--- src/rtl/img_unpacket_if.sv ---
// FIFO read side and forwarded image-word stream of the frame unpacketizer.
interface img_unpacket_if;
    logic [31:0] fifo_rddata;
    logic        fifo_empty;
    logic        fifo_rden;
    logic [31:0] data_out;
    logic        data_out_valid;
    logic        data_out_ready;
    logic        data_out_sof;

    modport master (
        input  fifo_rddata, fifo_empty, data_out_ready,
        output fifo_rden, data_out, data_out_valid, data_out_sof
    );

    modport slave (
        output fifo_rddata, fifo_empty, data_out_ready,
        input  fifo_rden, data_out, data_out_valid, data_out_sof
    );
endinterface

--- src/rtl/img_unpacket.sv ---
// Unpacks image frames from a FWFT FIFO, forwarding image words and checking the trailer line.
// Pop to data_out in 1 cycle; one output register, pops stall while it is held; the trailer ignores ready.
module img_unpacket #(
    parameter int LINE_SIZE  = 1024,
    parameter int IMAGE_SIZE = 1024*1024,
    parameter int PIX_SIZE   = 8,
    parameter     PKT_MODE   = "2D"
) (
    input  logic        clk,
    input  logic        rst,
    img_unpacket_if.master bus,
    input  logic        unpack_en,
    output logic        frame_done,
    output logic [1:0]  frame_type_o,
    output logic [31:0] frame_cnt_o,
    output logic        parity_err,
    output logic        fmt_err,
    output logic        seq_err
);
    localparam int          PIX_PER_DATA = 32 / PIX_SIZE;
    localparam int          LINE_NUM     = LINE_SIZE / PIX_PER_DATA;
    localparam int          WR_NUM       = IMAGE_SIZE / PIX_PER_DATA;
    localparam logic [20:0] WR_LAST      = 21'(WR_NUM - 1);
    localparam logic [20:0] LINE_LAST    = 21'(LINE_NUM - 1);
    localparam logic [7:0]  MODE_BYTE    = (PKT_MODE == "2D") ? 8'h00 : 8'h01;

    typedef enum logic [2:0] {IDLE, RD_DATA, PARITY, FRAME_INFO, FLUSH, DONE} state_t;

    state_t      state;
    logic [20:0] wcnt;
    logic [31:0] acc;
    logic [31:0] exp_cnt;
    logic        par_s, fmt_s, seq_s;
    logic [1:0]  type_s;
    logic [31:0] cnt_s;

    logic        pop;
    logic        last_pop;
    logic        par_n, fmt_n, seq_n;
    logic [1:0]  type_n;
    logic [31:0] cnt_n;
    logic [31:0] rd;

    assign rd            = bus.fifo_rddata;
    assign bus.fifo_rden = pop;

    always_comb begin
        pop = 1'b0;
        case (state)
            RD_DATA:                   pop = !bus.fifo_empty && (!bus.data_out_valid || bus.data_out_ready);
            PARITY, FRAME_INFO, FLUSH: pop = !bus.fifo_empty;
            default:                   pop = 1'b0;
        endcase
    end

    // Scratch status including the word being popped this cycle, so the
    // final pop of the trailer can publish complete results on the same edge.
    always_comb begin
        par_n  = par_s;
        fmt_n  = fmt_s;
        seq_n  = seq_s;
        type_n = type_s;
        cnt_n  = cnt_s;
        if (pop && state == PARITY) begin
            if (wcnt[1:0] == 2'd0) par_n = par_s | (rd != acc);
            else                   fmt_n = fmt_s | (rd != 32'd0);
        end else if (pop && state == FRAME_INFO) begin
            case (wcnt[1:0])
                2'd0: begin
                    fmt_n  = fmt_s | (rd[7:0] != MODE_BYTE) | (rd[31:16] != 16'd0) | (rd[15:10] != 6'd0);
                    type_n = rd[9:8];
                end
                2'd1, 2'd2: fmt_n = fmt_s | (rd != 32'd0);
                default: begin
                    cnt_n = rd;
                    seq_n = (rd != exp_cnt);
                end
            endcase
        end
    end

    assign last_pop = pop && (((state == FRAME_INFO) && (wcnt == 21'd7) && (LINE_NUM == 8)) ||
                              ((state == FLUSH) && (wcnt == LINE_LAST)));

    always_ff @(posedge clk) begin
        if (rst) begin
            state              <= IDLE;
            wcnt               <= 21'd0;
            acc                <= 32'd0;
            exp_cnt            <= 32'd0;
            par_s              <= 1'b0;
            fmt_s              <= 1'b0;
            seq_s              <= 1'b0;
            type_s             <= 2'd0;
            cnt_s              <= 32'd0;
            bus.data_out       <= 32'd0;
            bus.data_out_valid <= 1'b0;
            bus.data_out_sof   <= 1'b0;
            frame_done         <= 1'b0;
            frame_type_o       <= 2'd0;
            frame_cnt_o        <= 32'd0;
            parity_err         <= 1'b0;
            fmt_err            <= 1'b0;
            seq_err            <= 1'b0;
        end else begin
            frame_done <= 1'b0;
            if (bus.data_out_ready) begin
                bus.data_out_valid <= 1'b0;
                bus.data_out_sof   <= 1'b0;
            end
            case (state)
                IDLE: begin
                    wcnt <= 21'd0;
                    if (unpack_en) begin
                        state  <= RD_DATA;
                        acc    <= 32'd0;
                        par_s  <= 1'b0;
                        fmt_s  <= 1'b0;
                        seq_s  <= 1'b0;
                        type_s <= 2'd0;
                        cnt_s  <= 32'd0;
                    end
                end
                RD_DATA: begin
                    if (pop) begin
                        bus.data_out       <= rd;
                        bus.data_out_valid <= 1'b1;
                        bus.data_out_sof   <= (wcnt == 21'd0);
                        acc                <= acc ^ rd;
                        if (wcnt == WR_LAST) begin
                            wcnt  <= 21'd0;
                            state <= PARITY;
                        end else begin
                            wcnt <= wcnt + 21'd1;
                        end
                    end
                end
                PARITY, FRAME_INFO, FLUSH: begin
                    par_s  <= par_n;
                    fmt_s  <= fmt_n;
                    seq_s  <= seq_n;
                    type_s <= type_n;
                    cnt_s  <= cnt_n;
                    if (pop) wcnt <= wcnt + 21'd1;
                    if (last_pop) begin
                        state        <= DONE;
                        frame_done   <= 1'b1;
                        parity_err   <= par_n;
                        fmt_err      <= fmt_n;
                        seq_err      <= seq_n;
                        frame_type_o <= type_n;
                        frame_cnt_o  <= cnt_n;
                        exp_cnt      <= cnt_n + 32'd1;
                    end else if (pop && state == PARITY && wcnt == 21'd3) begin
                        state <= FRAME_INFO;
                    end else if (pop && state == FRAME_INFO && wcnt == 21'd7) begin
                        state <= FLUSH;
                    end
                end
                DONE: begin
                    wcnt  <= 21'd0;
                    state <= IDLE;
                end
                default: state <= IDLE;
            endcase
        end
    end
endmodule

--- src/flat_wrapper.sv ---
// flat-port wrapper written by rule: the top's interface ports become plain ports
module img_unpacket_flat 
#(
    parameter int LINE_SIZE  = 1024,
    parameter int IMAGE_SIZE = 1024*1024,
    parameter int PIX_SIZE   = 8,
    parameter     PKT_MODE   = "  "
)
  (clk, rst, unpack_en, frame_done, frame_type_o, frame_cnt_o, parity_err, fmt_err, seq_err, bus_fifo_rddata, bus_fifo_empty, bus_data_out_ready, bus_fifo_rden, bus_data_out, bus_data_out_valid, bus_data_out_sof);
  img_unpacket_if bus_i ();
  input  logic clk;
  input  logic rst;
  input  logic unpack_en;
  output logic frame_done;
  output logic [1:0] frame_type_o;
  output logic [31:0] frame_cnt_o;
  output logic parity_err;
  output logic fmt_err;
  output logic seq_err;
  input wire logic [$bits(bus_i.fifo_rddata)-1:0] bus_fifo_rddata;
  input wire logic [$bits(bus_i.fifo_empty)-1:0] bus_fifo_empty;
  input wire logic [$bits(bus_i.data_out_ready)-1:0] bus_data_out_ready;
  output wire logic [$bits(bus_i.fifo_rden)-1:0] bus_fifo_rden;
  output wire logic [$bits(bus_i.data_out)-1:0] bus_data_out;
  output wire logic [$bits(bus_i.data_out_valid)-1:0] bus_data_out_valid;
  output wire logic [$bits(bus_i.data_out_sof)-1:0] bus_data_out_sof;
  assign bus_i.fifo_rddata = bus_fifo_rddata;
  assign bus_i.fifo_empty = bus_fifo_empty;
  assign bus_i.data_out_ready = bus_data_out_ready;
  assign bus_fifo_rden = bus_i.fifo_rden;
  assign bus_data_out = bus_i.data_out;
  assign bus_data_out_valid = bus_i.data_out_valid;
  assign bus_data_out_sof = bus_i.data_out_sof;
  img_unpacket #(.LINE_SIZE(LINE_SIZE), .IMAGE_SIZE(IMAGE_SIZE), .PIX_SIZE(PIX_SIZE), .PKT_MODE(PKT_MODE)) u_core (.clk(clk), .rst(rst), .bus(bus_i), .unpack_en(unpack_en), .frame_done(frame_done), .frame_type_o(frame_type_o), .frame_cnt_o(frame_cnt_o), .parity_err(parity_err), .fmt_err(fmt_err), .seq_err(seq_err));
endmodule
--- config.mk ---
export PLATFORM = sky130hd
export DESIGN_NAME = img_unpacket_flat
export DESIGN_NICKNAME = d
export VERILOG_FILES = /design/src/rtl/img_unpacket_if.sv /design/src/rtl/img_unpacket.sv /design/src/flat_wrapper.sv
export SDC_FILE = /design/constraint.sdc
export NUM_CORES = 1
export LEC_CHECK = 0
export CELL_PAD_IN_SITES_DETAIL_PLACEMENT = 0
export CELL_PAD_IN_SITES_GLOBAL_PLACEMENT = 1
export CORE_UTILIZATION = 39
export DETAILED_ROUTE_END_ITERATION = 6
export PLACE_DENSITY_LB_ADDON = 0.12
export SETUP_SLACK_MARGIN = 0.2
export SYNTH_ARGS = -nofsm -noshare
export SYNTH_HDL_FRONTEND = slang
export SYNTH_SLANG_ARGS = --single-unit
--- constraint.sdc ---
create_clock -name clk -period 2.55 [get_ports clk]
set_input_delay 0.3825 -clock clk [delete_from_list [all_inputs] [get_ports clk]]
set_output_delay 0.3825 -clock clk [all_outputs]
set_load 0.03 [all_outputs]
# Yosys cells after proc, flatten, opt, wreduce, memory -nomap -nowiden
# Index checks and enable logic that the tools add are counted.
totals:
  regBits: 197
  output_inout_bits: 73
classes:
  add_sub_neg: 2
  n_eq_ne: 19
  muxes: 44
  bitwise_logic: 7
  reduce_logical: 30
ops:
  columns: ["cell", "count"]
  rows:
  - ["$mux W32", 5]
  - ["$pmux W32 S2", 2]
  - ["$ne A32 B32 Y1", 2]
  - ["$mux W21", 3]
  - ["$pmux W21 S3", 1]
  - ["$add A32 B1 Y32 const B", 1]
  - ["$reduce_bool A32 Y1", 1]
  - ["$xor A32 B32 Y32", 1]
  - ["$add A21 B1 Y21 const B", 1]
  - ["$eq A21 B18 Y1 const B", 1]
  - ["$eq A21 B2 Y1 const B", 1]
  - ["$eq A21 B3 Y1 const B", 1]
  - ["$eq A21 B8 Y1 const B", 1]
  - ["$logic_not A21 Y1", 1]
  - ["$mux W3", 6]
  - ["$mux W1", 16]
  - ["$reduce_bool A16 Y1", 1]
  - ["$pmux W1 S2", 5]
  - ["$pmux W3 S3", 1]
  - ["$mux W2", 4]
  - ["$ne A8 B1 Y1 const B", 1]
  - ["$logic_and A1 B1 Y1", 7]
  - ["$eq A3 B2 Y1 const B", 2]
  - ["$eq A3 B3 Y1 const B", 2]
  - ["other kinds (21)", 35]

# Depth between registers and ports, before layout
# Gate-level depths: netlist (run 1).
depth:
  depth_word: 10
  depth_mapped: 10

# Worst setup path after synthesis (run 1)
# Ideal clock, no wire load.
synth_timing:
  kind: "register -> register"
  start: "register u_core.state[1]"
  end: "register u_core.seq_err"
  setup_ns: 0.116
  t_arrival_ns: 2.356
  t_required_ns: 2.434
  path_slack_ns: 0.077
  stages_incl_launch_ff: 10
  n_path_buf: 5
  synth_period_minus_slack_ns: 2.473
  cell_sequence: "dfxtp_1 > buf_6 > or3b_4 > or4_1 > buf_2 > or2_0 > buf_2 > buf_4 > buf_2 > a31o_2"
synth_via:
  elab_chain_cells: 6
synth_rtl:
  columns: ["item", "line", "source"]
  rows:
  - ["start: declaration", "img_unpacket.sv:29", "state_t state;"]
  - ["start signal: assignment", "img_unpacket.sv:87", "state <= IDLE;"]
  - ["start signal: assignment", "img_unpacket.sv:115", "state <= RD_DATA;"]
  - ["start signal: assignment", "img_unpacket.sv:132", "state <= PARITY;"]
  - ["$eq A3 B2 Y1, or another cell as far along", "img_unpacket.sv:49, img_unpacket.sv:64, img_unpacket.sv:111", null]
  - ["$reduce_or A3 Y1", "img_unpacket.sv:49, img_unpacket.sv:111", null]
  - ["$pmux W1 S2", "img_unpacket.sv:49", "case (state)"]
  - ["$logic_and A1 B1 Y1", "img_unpacket.sv:67", "end else if (pop && state == FRAME_INFO) begin"]
  - ["$mux W1", "img_unpacket.sv:67", null]
  - ["$mux W1", "img_unpacket.sv:64", "if (pop && state == PARITY) begin"]
  - ["end signal: assignment", "img_unpacket.sv:150", "seq_err <= seq_n;"]
  - ["end: declaration", "img_unpacket.sv:18", "output logic seq_err"]
# Several ways; a longest one is shown, not always the timed one.
# A chain may end at the register's enable or synchronous reset.

# Final worst setup path (run 1)
layout_timing:
  start: "input port bus_fifo_rddata[11]"
  end: "register u_core.exp_cnt[22]"
layout_via:
  elab_chain_cells: 4
layout_rtl:
  columns: ["item", "line", "source"]
  rows:
  - ["start: declaration", "flat_wrapper.sv:20", "input wire logic [$bits(bus_i.fifo_rddata)-1:0] bus_fifo_rddata;"]
  - ["$mux W32", "img_unpacket.sv:68", "case (wcnt[1:0])"]
  - ["$mux W32", "img_unpacket.sv:67", null]
  - ["$mux W32", "img_unpacket.sv:64", null]
  - ["$add A32 B1 Y32", "img_unpacket.sv:153", "exp_cnt <= cnt_n + 32'd1;"]
  - ["end signal: assignment", "img_unpacket.sv:153", null]
  - ["end: declaration", "img_unpacket.sv:32", "logic [31:0] exp_cnt;"]
# No other way between the ends.

==> impl_metrics.py, run 1 <==
metrics = {
    "pwr": {
        "power_frac_clock": 0.409,
        "switching_power_mw": 1.987,
        "seqPwrFrac": 0.459,
        "p_per_area_mw_per_mm2": 485.9,
        "combPwrFrac": 0.131,
        "max-vdd-ir-drop_uv": 348.7,
        "p_sw_frac": 0.2914,
        "internal-power_mw": 4.832,
        "p_leak_nw": 5.054,
    },
    "critical_path": {
        "endpoint_kind": "flip-flop",
        "crit_fanout": 5,
        "worstPathRequired_ns": 2.88,
        "startpoint_type": "primary input",
        "criticalPathCategory": "primary input to flip-flop",
        "r2r_setup_slack_ns": 0.24,
        "reg2reg_depth": 6,
        "arrival_ns": 2.65,
    },
    "route": {
        "via_per_inst": 5.824,
        "drtAntennaViolNets": 0,
        "drcViolationCount": 0,
        "dr.pass1.iters": 6,
        "routedWlPerCell_um": 20.66,
        "drt_iter0_markers": 907,
        "num_vias": 11060,
        "drt_wl_total_um": 39240,
    },
    "yosys": {
        "synth_edf_count": 0,
        "synthArstFlopShare": 0,
        "synthXorXnorAreaFrac": 0.06709,
        "yosys.area_share.simple": 0.2615,
        "synth-adder-area-share": 0.002367,
        "synth_compound_area_frac": 0.2272,
        "synth_top_family_by_area": "simple AND/OR/NAND/NOR gates",
        "syn_area_per_cell_um2": 7.873,
        "ys_types": 72,
        "netlist_area_mm2": 0.01057,
        "ys.flop_type": "dfxtp_1",
        "syn_inst": 1343,
        "ys_warn_count": 0,
        "synth_top_area_share": 0.3730,
        "synth.area.top_cells": "dfxtp_1 (37%), a21oi_1 (6.0%), xor2_1 (5.6%)",
        "yosys-top-cells-count": "dfxtp_1 (197), nand2_1 (158), a21oi_1 (127), nor2_1 (115), clkbuf_1 (107)",
        "yosysTopAreaCell": "dfxtp_1",
        "yosys.cell_count.top_type": "dfxtp_1",
        "ys_seq_elements": 197,
        "syn_nets": 1382,
        "synthMuxAreaShare": 0.01455,
        "synth_seq_area_share": 0.3730,
    },
    "global_route": {
        "grt_overflow": 0,
        "grt_pass1_wl_um": 61130,
        "grtUsageTotal": 0.2825,
        "antenna_found_initial": 0,
        "first_global_vias": 10390,
        "grt_max_degree": 78,
    },
    "layout": {
        "drive_gt1_frac": 0.1784,
        "fin_area_mm2": 0.01403,
        "n_antenna_cell": 0,
        "seqCellArea_mm2": 0.003950,
        "fin_cells": 1899,
        "num-nets-final": 1590,
        "area_growth_pct": 32.73,
        "fillers": 2536,
        "multiInputGateArea_mm2": 0.006167,
    },
    "sta": {
        "fin_crit_sh": 0.9082,
        "tightest_slew_ns": 0.6583,
        "grt_setup_unrepaired": "true",
        "setup_violations": 0,
        "clock_skew_ns": 0.01379,
        "fmax_mhz": 431.8,
        "max_slew_margin": 0.5611,
        "slew_viol_final": 0,
        "finalCriticalPeriod_ns": 2.316,
        "fin_setup_tns_ns": 0,
        "whs_ns": 0.2190,
        "hold_viol": 0,
    },
    "placed_design": {
        "place_congestion": 0.9397,
        "dp_cells": 1866,
        "placed_cell_area_mm2": 0.01330,
        "post-dp-hpwl_um": 28380,
        "portBuffers": 109,
    },
    "cts": {
        "clock-root-buffer": "clkbuf_16",
        "cts_buffers": 17,
        "clock_latency_ns": 0.44,
        "clk_pin_slew_ns": 0.08,
        "cts_sinks": 197,
        "clockBufferDepth": 2,
        "h-tree-depth": 4,
        "cts_tree": "done",
    },
    "job": {
        "max-cap-violations": 0,
    },
    "floorplanning": {
        "core_area_mm2": 0.02635,
        "dieArea_mm2": 0.02778,
        "die_x_um": 166.7,
        "fp.dieH_um": 166.7,
        "start_util": 0.4012,
        "rows": 59,
        "io_pins": 110,
    },
    "status": {
        "outcome": "completed",
    },
    "min_path": {
        "holdPathStages": 2,
        "hold_class": "primary input to flip-flop",
    },
}
-- metal layers --
| layer | global-route usage | vias up | part of all wire |
|---|---|---|---|
| met5 | 0 | - | 0 |
| met4 | 0.1095 | 0 | 0.030 |
| met3 | 0.03588 | 54 | 0.045 |
| met2 | 0.4443 | 351 | 0.46 |
| met1 | 0.3924 | 5335 | 0.47 |
| li1 | - | 5319 | - |
-- layout make-up --
| cell class | instances | share of cell area |
|---|---|---|
| clock buffer | 17 | 0.03031 |
| clock inverter | 15 | 0.01221 |
| timing repair buffer | 320 | 0.2027 |
| inverter | 15 | 0.004012 |
| multi-input combinational | 1000 | 0.4394 |
| tap | 335 | 0.02987 |
| sequential | 197 | 0.2814 |
-- path summary, 6_finish.rpt --
| path | from | end |
|---|---|---|
| max | bus_fifo_rddata[11] | u_core.exp_cnt[22] |
| min reg2reg | u_core.bus.data_out[10] | u_core.bus.data_out[10] |
| min | rst | u_core.bus.data_out[27] |
| max reg2reg | u_core.state[2] | u_core.exp_cnt[30] |
-- per-stage QoR --
stage / worst slack [ns] / power [mW] / utilization
4_1_cts: 0.1746 / 6.875 / 0.5285
3_3_place_gp: -0.2905 / 4.090 / 0.5048
2_1_floorplan: 0.2020 / 3.671 / -
5_1_grt: 0.1801 / 7.058 / 0.5325
3_5_place_dp: -0.3087 / 4.089 / 0.5048
6_report: 0.2342 / 6.819 / 0.5325
-- cells in the final DEF, fill, tap and decap left out, types with 12 or more instances in the layout --
cell type	netlist	routed
inv_1	14	14
xnor2_1	13	13
nor2_1	115	114
nand4_1	39	39
clkdlybuf4s50_1	0	106
dfxtp_1	197	192
buf_4	1	196
a2111o_1	14	14
o211ai_1	25	25
clkbuf_16	0	17
nand3_1	51	50
nor3_1	26	26
or3_1	20	20
nand2_1	158	158
and3_1	13	13
a211oi_1	20	20
a2bb2oi_1	13	13
nand3b_1	32	32
buf_12	0	12
a21oi_1	127	127
o21ai_0	57	55
xor2_1	68	68
nor4_1	30	30
-- registers in the layout, summed over array words and instances, names as in the netlist --
register,flops
u_core.bus.data_out_valid,1
u_core.seq_s,1
u_core.bus.data_out,32
u_core.bus.data_out_sof,1
u_core.frame_type_o,2
u_core.exp_cnt,32
u_core.frame_cnt_o,32
u_core.frame_done,1
u_core.state,3
u_core.seq_err,1
u_core.par_s,1
u_core.type_s,2
u_core.parity_err,1
u_core.cnt_s,32
u_core.fmt_err,1
u_core.wcnt,21
u_core.acc,32
u_core.fmt_s,1
-- worst max-delay path, cell delays in order --
cell and delay (ns):
clkdlybuf4s50_1 0.53, nand4_1 0.29, or4_4 0.63, and2_1 0.22
o31a_1 0.29, a311o_1 0.30
-- power groups by stage --
stage / Sequential [mW] / Combinational [mW] / Clock (mW)
finish: 3.13 / 0.895 / 2.79
CTS: 3.13 / 0.891 / 2.85
floorplan: 3.22 / 0.447 / 0
detailed placement: 3.20 / 0.886 / 0
global route: 3.14 / 0.955 / 2.97
global placement: 3.20 / 0.889 / 0
-- logic make-up (layout without fill, tap and decap cells) --
| logic type | Yosys count | count (layout) |
|---|---|---|
| buffers and inverters | 146 | 367 |
| DFF | 197 | 197 |
| and+or+nand+nor | 544 | 544 |
| muxes | 15 | 15 |
| adders and majority gates | 2 | 2 |
| AOI/OAI and AO/OA | 358 | 358 |
| xor gates and xnor gates | 81 | 81 |
-- what timing repair did --
| action | CTS | global route |
|---|---|---|
| hold buffers | 0 | 0 |
| endpoints found under the setup margin | 86 | 69 |
| pin swaps | 0 | 3 |
| gates resized for setup | 9 | 26 |
| setup buffers | 0 | 1 |
(Power assumes the default switching activity.)
==> run 2: changes to the inputs <==
--- a/config.mk
+++ b/config.mk
@@ -5,9 +5,10 @@
 export SDC_FILE = /design/constraint.sdc
 export NUM_CORES = 1
 export LEC_CHECK = 0
+export CAP_MARGIN = 20
 export CELL_PAD_IN_SITES_DETAIL_PLACEMENT = 0
 export CELL_PAD_IN_SITES_GLOBAL_PLACEMENT = 1
-export CORE_UTILIZATION = 39
+export CORE_UTILIZATION = 43
 export DETAILED_ROUTE_END_ITERATION = 6
 export PLACE_DENSITY_LB_ADDON = 0.12
 export SETUP_SLACK_MARGIN = 0.2
==> constraint.sdc (replaced) <==
create_clock -name clk -period 2.15 [get_ports clk]
set_input_delay 0.3225 -clock clk [delete_from_list [all_inputs] [get_ports clk]]
set_output_delay 0.3225 -clock clk [all_outputs]
set_load 0.03 [all_outputs]
==> impl_metrics.py, run 2 (synthesis results as in run 1) <==
metrics = {
    "status": {
        "outcome": "finished with violations",
        "violations": "setup timing",
    },
    "route": {
        "via_per_inst": 5.996,
        "drt_wl_total_um": 42790,
        "drt_iter0_markers": 1324,
        "drtAntennaViolNets": 0,
        "drcViolationCount": 0,
        "num_vias": 12240,
        "routedWlPerCell_um": 20.95,
        "dr.pass1.iters": 6,
    },
    "sta": {
        "fin_setup_tns_ns": -8.703,
        "finalCriticalPeriod_ns": 2.317,
        "slew_viol_final": 0,
        "hold_viol": 0,
        "tightest_slew_ns": 0.7171,
        "grt_setup_unrepaired": "true",
        "fmax_mhz": 431.6,
        "max_slew_margin": 0.5219,
        "setup_violations": 134,
        "clock_skew_ns": 0.01555,
        "fin_crit_sh": 1.078,
        "setup_ws_ns": -0.1668,
    },
    "critical_path": {
        "endpoint_kind": "flip-flop",
        "arrival_ns": 2.68,
        "path_delay_family": "simple AND/OR/NAND/NOR gates",
        "worstPathRequired_ns": 2.51,
        "cp_slowest_cell": "or4_4",
        "crit_fanout": 8,
        "criticalPathCategory": "flip-flop to flip-flop",
        "cp_cell_sequence": "or3b_4 > or4_4 > buf_12 > nor2_4 > buf_12 > buf_12 > nor2_4 > a311oi_2",
        "critical_path.most_common_cell": "buf_12",
        "startpoint_type": "flip-flop",
        "path_buf_inv": 3,
        "critPathMaxStageDelay_ns": 0.46,
    },
    "floorplanning": {
        "rows": 57,
        "fp.dieH_um": 158.8,
        "die_x_um": 158.8,
        "io_pins": 110,
        "dieArea_mm2": 0.02522,
        "core_area_mm2": 0.02425,
        "start_util": 0.4361,
    },
    "global_route": {
        "grtUsageTotal": 0.3183,
        "busiest_layer": "met2",
        "grt.met2_usage": 0.5088,
        "grt_max_degree": 54,
        "grt_use_met3": 0.03527,
        "first_global_vias": 11280,
        "gr-usage-met1": 0.4320,
        "grt_overflow": 0,
        "grt_pass1_wl_um": 63450,
        "antenna_found_initial": 0,
    },
    "placed_design": {
        "dp_slack_ns": -0.6383,
        "place_congestion": 0.9414,
        "portBuffers": 109,
        "placed_cell_area_mm2": 0.01405,
        "post-dp-hpwl_um": 28050,
    },
    "layout": {
        "fin_util": 0.7108,
        "fillers": 1883,
        "fin_area_mm2": 0.01724,
        "layout_common_cells": "buf_4 (248), dfxtp_1 (190), nand2_1 (134), clkdlybuf4s50_1 (106), nor2_1 (82)",
        "final_common_cell": "buf_4",
        "area_growth_pct": 63.00,
        "n_antenna_cell": 0,
        "drive_gt1_frac": 0.3696,
        "num-nets-final": 1744,
    },
    "pwr": {
        "p_leak_nw": 6.440,
        "p_per_area_mw_per_mm2": 493.8,
        "max-vdd-ir-drop_uv": 527.9,
    },
    "cts": {
        "cts_buffers": 17,
        "h-tree-depth": 4,
        "clock_latency_ns": 0.44,
        "clockBufferDepth": 2,
        "clock-root-buffer": "clkbuf_16",
        "cts_tree": "done",
        "clk_pin_slew_ns": 0.08,
        "cts_sinks": 197,
        "ctsHoldBuffers": 0,
    },
    "job": {
        "max-cap-violations": 0,
    },
    "min_path": {
        "hold_class": "primary input to flip-flop",
    },
}
## run 2: changes by cell type in the layout (fill, tap and decap cells not counted), sizes merged
cell and change:
and4bb +1, dlymetal6s2s -1, dlygate4sd2 +1, bufbuf +1, clkbuf +7, buf +147, clkinv -2
## run 2: stage by stage
stage	power, mW	std cells	hold WS [ns]
detailed placement	4.931	1922	0.4475
finish	8.511	2042	0.1644
floorplan	4.368	1343	0.4415
global placement	4.926	1922	0.4432
global route	8.781	2042	0.1703
CTS	8.341	2000	0.1736
## run 2: layout make-up
cell class	instances	area [um2]	share of cell area
multi-input combinational	1001	7425	0.4308
timing repair buffer	473	4792	0.2780
sequential	197	3953	0.2293
clock buffer	19	432.9	0.02512
tap	324	405.4	0.02352
clock inverter	13	162.7	0.009437
inverter	15	65.06	0.003775
## run 2: path summary, 6_finish.rpt
path | from | endpoint | slack, ns | cells after the start
worst max-delay path | u_core.state[0] | u_core.frame_cnt_o[14] | -0.17 | 8
worst max register to register | u_core.state[0] | u_core.frame_cnt_o[14] | -0.17 | 8
worst min-delay path | rst | u_core.cnt_s[20] | 0.16 | 2
worst min register to register | u_core.bus.data_out[15] | u_core.bus.data_out[15] | 0.46 | 2
## run 2: what timing repair did
action,4_1_cts,5_1_grt
setup endpoints to repair,165,180
cloned,12,8
pin swaps,57,72
resized for setup,132,243
setup buffers,34,34
## run 2: where the power goes
group	switching [mW]	internal, mW	leakage [nW]	total (mW)
logic	0.841	0.626	4.56	1.47
registers	0.0281	3.69	1.59	3.71
clock network	1.66	1.67	0.290	3.33
## run 2: per-layer routing
metal	vias to the layer above	part of all wire
met2	493	0.47
met3	105	0.060
met1	5989	0.43
met4	0	0.039
li1	5657	-
met5	-	0
==> run 3: changes to the inputs <==
--- a/config.mk
+++ b/config.mk
@@ -8,6 +8,7 @@
 export CAP_MARGIN = 20
 export CELL_PAD_IN_SITES_DETAIL_PLACEMENT = 0
 export CELL_PAD_IN_SITES_GLOBAL_PLACEMENT = 1
+export CORE_MARGIN = 5
 export CORE_UTILIZATION = 43
 export DETAILED_ROUTE_END_ITERATION = 6
 export PLACE_DENSITY_LB_ADDON = 0.12
==> impl_metrics.py, run 3 (synthesis results as in run 1) <==
metrics = {
    "cts": {
        "clk_pin_slew_ns": 0.08,
        "cts_buffers": 17,
        "clock-root-buffer": "clkbuf_16",
        "cts_sinks": 197,
        "clockBufferDepth": 2,
        "clock_latency_ns": 0.45,
        "ctsHoldBuffers": 0,
        "h-tree-depth": 4,
        "cts_tree": "done",
    },
    "pwr": {
        "power_frac_clock": 0.393,
        "p_leak_nw": 5.753,
        "max-vdd-ir-drop_uv": 433.3,
        "combPwrFrac": 0.160,
        "switching_power_mw": 2.487,
        "seqPwrFrac": 0.447,
        "internal-power_mw": 5.810,
        "p_sw_frac": 0.2998,
        "p_per_area_mw_per_mm2": 530.9,
    },
    "route": {
        "drt_wl_total_um": 40600,
        "drt_iter0_markers": 1105,
        "dr.pass1.iters": 5,
        "drcViolationCount": 0,
        "via_per_inst": 5.905,
        "num_vias": 11600,
        "routedWlPerCell_um": 20.67,
        "drtAntennaViolNets": 0,
    },
    "placed_design": {
        "dp_slack_ns": -0.7247,
        "portBuffers": 109,
        "dp_cells": 1898,
        "post-dp-hpwl_um": 28400,
        "place_congestion": 0.9173,
        "placed_cell_area_mm2": 0.01388,
    },
    "min_path": {
        "holdPathStages": 2,
        "min_from": "rst",
        "min_to": "u_core.cnt_s[23]",
        "hold_class": "primary input to flip-flop",
    },
    "floorplanning": {
        "dieArea_mm2": 0.02783,
        "fp.dieH_um": 166.8,
        "core_area_mm2": 0.02425,
        "rows": 57,
        "die_x_um": 166.8,
        "start_util": 0.4361,
        "io_pins": 110,
    },
    "layout": {
        "fin_util": 0.6445,
        "final_common_cell": "buf_4",
        "fin_area_mm2": 0.01563,
        "num-nets-final": 1666,
        "drive_gt1_frac": 0.2915,
        "n_antenna_cell": 0,
        "area_growth_pct": 47.79,
        "layout_common_cells": "buf_4 (231), dfxtp_1 (189), nand2_1 (141), nor2_1 (108), clkdlybuf4s50_1 (106)",
        "fin_cells": 1964,
        "fillers": 2119,
    },
    "critical_path": {
        "startpoint_type": "flip-flop",
        "worstPathRequired_ns": 2.54,
        "criticalPathCategory": "flip-flop to flip-flop",
        "reg2reg_from": "u_core.state[1]",
        "reg2reg_to": "u_core.exp_cnt[19]",
        "crit_fanout": 4,
        "arrival_ns": 2.68,
        "r2r_setup_slack_ns": -0.14,
        "cp_slowest_cell": "or4_1",
        "cp_cell_sequence": "or3b_4 > or4_4 > buf_6 > a2111o_1 > or4_1 > nand3_1",
        "critPathMaxStageDelay_ns": 0.52,
        "path_buf_inv": 1,
        "path_delay_family": "simple AND/OR/NAND/NOR gates",
        "endpoint_kind": "flip-flop",
        "reg2reg_depth": 6,
    },
    "global_route": {
        "antenna_found_initial": 0,
        "grt_max_degree": 45,
        "grt_pass1_wl_um": 61840,
        "grt_overflow": 0,
        "grtUsageTotal": 0.2758,
        "first_global_vias": 10900,
    },
    "sta": {
        "finalCriticalPeriod_ns": 2.290,
        "setup_ws_ns": -0.1396,
        "slew_viol_final": 0,
        "grt_setup_unrepaired": "true",
        "hold_viol": 0,
        "clock_skew_ns": 0.01412,
        "max_slew_margin": 0.6967,
        "fin_crit_sh": 1.065,
        "fmax_mhz": 436.8,
        "whs_ns": 0.2397,
        "setup_violations": 66,
        "tightest_slew_ns": 0.4435,
    },
    "status": {
        "violations": "setup timing",
        "outcome": "finished with violations",
    },
    "job": {
        "max-cap-violations": 0,
    },
}
## run 3: cell count changes in the layout (fill, tap and decap cells not counted), moves of 7 or more
| cell | delta |
|---|---|
| nand2_1 | +7 |
| buf_16 | -9 |
| nor3_2 | -7 |
| buf_12 | -7 |
| buf_6 | -35 |
| nor3_1 | +7 |
| a21oi_1 | +12 |
| nor2_4 | -18 |
| buf_4 | -17 |
| buf_8 | -8 |
| a21oi_2 | -12 |
| nor2_1 | +26 |
| nor2_2 | -8 |
| nand2_2 | -9 |
## run 3: power by group through the flow
stage | Clock (mW) | Combinational (mW) | Sequential [mW]
2_1_floorplan | 0 | 0.545 | 3.82
3_3_place_gp | 0 | 1.13 | 3.79
3_5_place_dp | 0 | 1.13 | 3.79
4_1_cts | 3.29 | 1.18 | 3.71
5_1_grt | 3.45 | 1.39 | 3.72
6_report | 3.26 | 1.33 | 3.71
## run 3: worst reg2reg max path, stage by stage (launching register included)
cell and delay (ns):
dfxtp_2 0.33, or3b_4 0.39, or4_4 0.46, buf_6 0.16, a2111o_1 0.31, or4_1 0.52
nand3_1 0.08
## run 3: timing repair
action	in CTS	in global routing
buffers inserted	15	10
setup endpoints to repair	116	186
gates resized for setup	84	109
pin swaps	11	68
hold endpoints to repair	0	0
gates cloned	2	7
## run 3: worst max path at each step
| stage | startpoint | to | slack [ns] | depth (start not counted) |
|---|---|---|---|---|
| floorplan | u_core.state[1] | u_core.exp_cnt[13] | -0.18 | 9 |
| global placement | bus_fifo_empty | u_core.exp_cnt[21] | -0.64 | 7 |
| detailed placement | bus_fifo_empty | u_core.exp_cnt[23] | -0.72 | 7 |
| CTS | u_core.state[1] | u_core.exp_cnt[19] | -0.11 | 6 |
| global route | u_core.wcnt[8] | u_core.frame_type_o[1] | -0.19 | 10 |
| finish | u_core.state[1] | u_core.exp_cnt[19] | -0.14 | 6 |
## run 3: through the flow
step / power (mW) / setup TNS [ns]
4_1_cts: 8.175 / -2.274
3_5_place_dp: 4.921 / -66.49
2_1_floorplan: 4.368 / -4.261
3_3_place_gp: 4.921 / -55.49
5_1_grt: 8.565 / -9.714
6_report: 8.297 / -3.643
## run 3: final cells by class
| class | count | area, um2 | area share |
|---|---|---|---|
| inverters | 15 | 63.81 | 0.004083 |
| well taps | 324 | 405.4 | 0.02594 |
| multi-input cells | 1000 | 6854 | 0.4386 |
| clock inverters | 13 | 137.6 | 0.008807 |
| flip-flops and latches | 197 | 3954 | 0.2530 |
| clock buffers | 19 | 442.9 | 0.02834 |
| repair buffers | 396 | 3770 | 0.2412 |
## run 3: metal layers
layer | GRT usage | up-vias | share of wire
li1 | - | 5488 | -
met1 | 0.3690 | 5540 | 0.43
met5 | 0 | - | 0
met3 | 0.04029 | 106 | 0.063
met2 | 0.4518 | 464 | 0.46
met4 | 0.1060 | 0 | 0.040
